$ cat src/rtl/sram_mult_pkg.sv
// Shared sizing constants and payload types for the SRAM compute-in-memory multiplier.
package sram_mult_pkg;

    localparam int unsigned DATA_WIDTH = 16;
    localparam int unsigned ADDR_COUNT = 32;
    localparam int unsigned ADDR_WIDTH = $clog2(ADDR_COUNT);
    localparam int unsigned MULT_WIDTH = 2 * DATA_WIDTH;

    typedef logic [DATA_WIDTH-1:0] data_t;
    typedef logic [MULT_WIDTH-1:0] prod_t;
    typedef logic [ADDR_WIDTH-1:0] addr_t;

endpackage

$ cat src/rtl/sram_mult_core_sram_weight_array.sv
// Single-port weight storage: synchronous write, asynchronous read.
module sram_weight_array
    import sram_mult_pkg::*;
(
    input  logic  clk,
    input  logic  we,
    input  addr_t addr,
    input  data_t wr_data,
    output data_t rd_data_c
);

    data_t mem [ADDR_COUNT];

    always_ff @(posedge clk) begin
        if (we) begin
            mem[addr] <= wr_data;
        end
    end

    assign rd_data_c = mem[addr];

endmodule

$ cat src/rtl/sram_mult_core.sv
// Compute-in-memory multiplier: loads ADDR_COUNT weights, then multiplies each operand
// by the weight at a wrapping read pointer. Define SIGNED_MULT_EN for two's-complement math.
module sram_mult_core
    import sram_mult_pkg::*;
(
    input  logic                  clk,
    input  logic                  rst_n,
    input  logic                  pe_ce,
    input  logic                  init_enable,
    input  logic [DATA_WIDTH-1:0] data_in,
    output logic [MULT_WIDTH-1:0] data_out,
    output logic                  init_done,
    output logic                  valid_out
);

    localparam addr_t LAST_ADDR = addr_t'(ADDR_COUNT - 1);

    addr_t wr_ptr;
    addr_t rd_ptr;
    logic  load_lock;
    logic  init_en_q;

    logic  reload_c;
    logic  load_c;
    logic  compute_c;
    logic  we_c;
    addr_t wr_addr_c;
    addr_t mem_addr_c;
    data_t weight_c;
    prod_t prod_c;

    // Reload restarts a finished load at address 0 on a fresh init_enable rising edge.
    always_comb begin
        reload_c   = init_enable && !init_en_q && init_done;
        load_c     = pe_ce && init_enable && (!load_lock || reload_c);
        compute_c  = pe_ce && !init_enable && init_done;
        we_c       = rst_n && load_c;
        wr_addr_c  = reload_c ? '0 : wr_ptr;
        mem_addr_c = load_c ? wr_addr_c : rd_ptr;
    end

    sram_weight_array u_weights (
        .clk       (clk),
        .we        (we_c),
        .addr      (mem_addr_c),
        .wr_data   (data_in),
        .rd_data_c (weight_c)
    );

`ifdef SIGNED_MULT_EN
    logic signed [MULT_WIDTH-1:0] op_a_s;
    logic signed [MULT_WIDTH-1:0] op_b_s;

    always_comb begin
        op_a_s = {{DATA_WIDTH{data_in[DATA_WIDTH-1]}}, data_in};
        op_b_s = {{DATA_WIDTH{weight_c[DATA_WIDTH-1]}}, weight_c};
        prod_c = prod_t'(op_a_s * op_b_s);
    end
`else
    always_comb begin
        prod_c = prod_t'(data_in) * prod_t'(weight_c);
    end
`endif

    // Pointer, lock and output registers; pe_ce low holds everything but valid_out.
    always_ff @(posedge clk) begin
        if (!rst_n) begin
            wr_ptr    <= '0;
            rd_ptr    <= '0;
            load_lock <= 1'b0;
            init_en_q <= 1'b0;
            init_done <= 1'b0;
            valid_out <= 1'b0;
            data_out  <= '0;
        end else if (pe_ce) begin
            valid_out <= 1'b0;
            init_en_q <= init_enable;
            if (load_c) begin
                if (reload_c) begin
                    init_done <= 1'b0;
                    rd_ptr    <= '0;
                end
                if (wr_addr_c == LAST_ADDR) begin
                    wr_ptr    <= '0;
                    init_done <= 1'b1;
                    load_lock <= 1'b1;
                end else begin
                    wr_ptr    <= wr_addr_c + 1'b1;
                    load_lock <= 1'b0;
                end
            end else if (compute_c) begin
                data_out  <= prod_c;
                valid_out <= 1'b1;
                rd_ptr    <= (rd_ptr == LAST_ADDR) ? '0 : rd_ptr + 1'b1;
            end
        end else begin
            valid_out <= 1'b0;
        end
    end

endmodule

$ cat config.mk
export PLATFORM = sky130hd
export DESIGN_NAME = sram_mult_core
export DESIGN_NICKNAME = d
export VERILOG_FILES = /design/src/rtl/sram_mult_pkg.sv /design/src/rtl/sram_mult_core_sram_weight_array.sv /design/src/rtl/sram_mult_core.sv
export SDC_FILE = /design/constraint.sdc
export NUM_CORES = 1
export LEC_CHECK = 0
export ABC_AREA = 1
export BUFFER_PORTS_ARGS = -buffer_cell sky130_fd_sc_hd__buf_2
export CORE_MARGIN = 4
export CORE_UTILIZATION = 25
export CTS_CLUSTER_SIZE = 14
export DETAILED_ROUTE_END_ITERATION = 10
export PLACE_DENSITY = 0.51
export SKIP_LAST_GASP = 1
export SLEW_MARGIN = 20
export SYNTH_ARGS = -nofsm -noshare
export SYNTH_HDL_FRONTEND = slang
export SYNTH_SLANG_ARGS = --single-unit
$ cat constraint.sdc
create_clock -name clk -period 6.9 [get_ports clk]
set_input_delay 0.69 -clock clk [delete_from_list [all_inputs] [get_ports clk]]
set_output_delay 0.69 -clock clk [all_outputs]
set_load 0.02 [all_outputs]
==> metrics.txt <==
DR DRC count 0; initial antenna violation count 4; largest net degree at the start of global routing between 40 and 50; layout cell share with drive strength beyond 1 24.56%; wire per inst roughly 20 um; Syn Area/Cell a little over 10 um2; status finished with violations; reg2reg start init_done; via count between 20000 and 25000; Clk Tree Root Cell clkbuf_16; first-pass GRT wire length 152.9 mm; Slowest cell on crit path fa_2; Placed Cells incl. Taps 5050; RSZ-0062 raised after global routing true; gr ovfl total 0; ys async rst share 0%; number of flops mapped to enable cells by yosys 512; Yosys top cell area share approximately half; cell area after synthesis between 0.03 and 0.04 mm2; crit path DAT 7660 ps; Final ANT Viol Nets 0; Distinct cells, synth 40; filler cell count 12494; total CTS buffers 58; Final Cell Area about 0.041 mm2; DP HPWL about 71 mm; max-cap violation count 0; Tcrit/Tclk final 102.7%; WL final a little over 100 mm; Layout Cells excl Fill between 5000 and 6000; Final setup viols 17; vias in the first global route around 24000; hold-fix buffers at CTS 0; failing checks setup timing; Clk Latency, worst-skew pair between 600 and 700 ps; H-tree depth 2; hold_sp data_in[2]; commonest non-fill, non-tap cell in the layout edfxtp_1; CP startpoint kind register; die height ~360 um; Worst-path clk slew 70 ps; Top Ports 54; CTS tree built; crit path kind reg2reg; smallest hold slack just under 500 ps; Critical Path RT about 7500 ps; fin crit period 7083 ps; Synth Register Bits between 500 and 600; clock skew between 50 and 60 ps; dpl cell area about 0.036 mm2; Detailed Route Iter0 Violations just under 2000; RePlAce Congestion 0.8839; Area Overhead vs Synth 29.59%; final worst slack -183.0 ps; Rows around 130; Syn Nets 3429; number of port buffers 53; GRT Resource Usage Total around 15%; Crit Path Max Fanout 8; Post-Syn Instances ~3100; CP max stage delay about 570 ps; via density per instance 4.465; final slew viol count 0; CP endpoint kind register; CTS sink cnt between 500 and 600; Worst Hold Class in2reg; die area roughly 0.13 mm2; Worst slew margin around 28%; final hold vios 0; FMAX 0.1412 GHz; CTS max path bufs 3; Syn. warnings 0; DRT Pass-1 Iters 5; beginning of the critical path init_done; Initial Util ~25%; leading area contributor after synthesis edfxtp_1; Nets a little under 4000; Die Wd 362.1 um; total core area 0.1241 mm2; Slew @ Worst Pin around 1100 ps; post-synthesis sequential area ratio 51.99%; ys flop type edfxtp_1; most area-consuming cells after synthesis edfxtp_1, fa_1, nand2_1; most frequent cells in the layout edfxtp_1, inv_1, nand2_1
[sequential cells by signal, summed over array words and instances, names as in the netlist]
name / flops
wr_ptr: 5
rd_ptr: 5
init_done: 1
valid_out: 1
u_weights.mem: 512
data_out: 32
load_lock: 1
init_en_q: 1
[worst max-delay path, delay by kind of cell, from the launching register on]
kind	cells	cell delay, ps
compound gates	3	580
fa+ha+maj	7	3400
buf+inv	10	1090
flops	1	360
simple gates	15	1600
[routing by layer]
metal | GRT usage, % | vias to the layer above | part of all wire, %
li1 | - | 11005 | -
met1 | 20.50 | 11606 | 43
met2 | 26.39 | 656 | 49
met3 | 1.679 | 151 | 5.2
met4 | 4.697 | 0 | 3.0
met5 | 0 | - | 0
[timing repair]
action | 4_1_cts | 5_1_grt
resized for setup | 204 | 214
pin swaps | 54 | 108
endpoints found under the setup margin | 23 | 23
gates cloned | 10 | 3
setup buffers | 28 | 47
[stage by stage]
step | utilization [%] | setup slack, ps | setup TNS [ps]
after CTS | 31.79 | -213.6 | -2009
after detailed placement | 29.16 | -1237 | -25330
after global routing | 32.72 | -513.1 | -7660
final | 32.72 | -183.0 | -1350
after floorplan | - | 13.19 | 0
after global placement | 29.16 | -1231 | -24700
[cells in the mapped netlist (5+ instances only)]
master / count
edfxtp_1: 512
nand2_1: 498
inv_1: 492
nor2_1: 443
o21ai_0: 225
fa_1: 194
nand3_1: 155
ha_1: 108
nor3_1: 97
buf_2: 56
o21ai_1: 49
dfxtp_1: 46
a21oi_1: 45
clkbuf_1: 42
nand3b_1: 17
xor2_1: 15
nand4_1: 11
nor2_4: 11
buf_4: 10
nor3_2: 8
a21o_1: 7
nor2_2: 7
buf_1: 6
o211ai_1: 6
clkinv_1: 5
inv_2: 5
nand2_2: 5
xnor2_1: 5
[area by class of cell]
class	count	area, um2	area share [%]
Tap cell	1637	2048	5.043
Multi-Input combinational cell	1929	13840	34.08
Timing Repair Buffer	509	4601	11.33
Clock buffer	65	1478	3.638
Sequential cell	558	16300	40.13
Clock inverter	44	452.9	1.115
Inverter	502	1892	4.658
Antenna cell	1	2.502	0.006161
[path summary, 6_finish.rpt]
path,endpoint,slack (ps),cells past startpoint
worst max-delay path,data_out[24],-180,35
worst min-delay path,u_weights.mem[4][2],480,1
worst max register to register,data_out[24],-180,35
worst min register to register,wr_ptr[2],480,2
[logic make-up after synthesis]
kind of cell	synth area share [%]
and+or+nand+nor	17.12
DFF	51.99
xor gates and xnor gates	0.5589
AOI/OAI and AO/OA	5.745
adders and majority gates	16.70
buffers and inverters	7.880
Power is not shown: default switching activity piles up to over one toggle a cycle in this logic, so the estimate is an artifact.
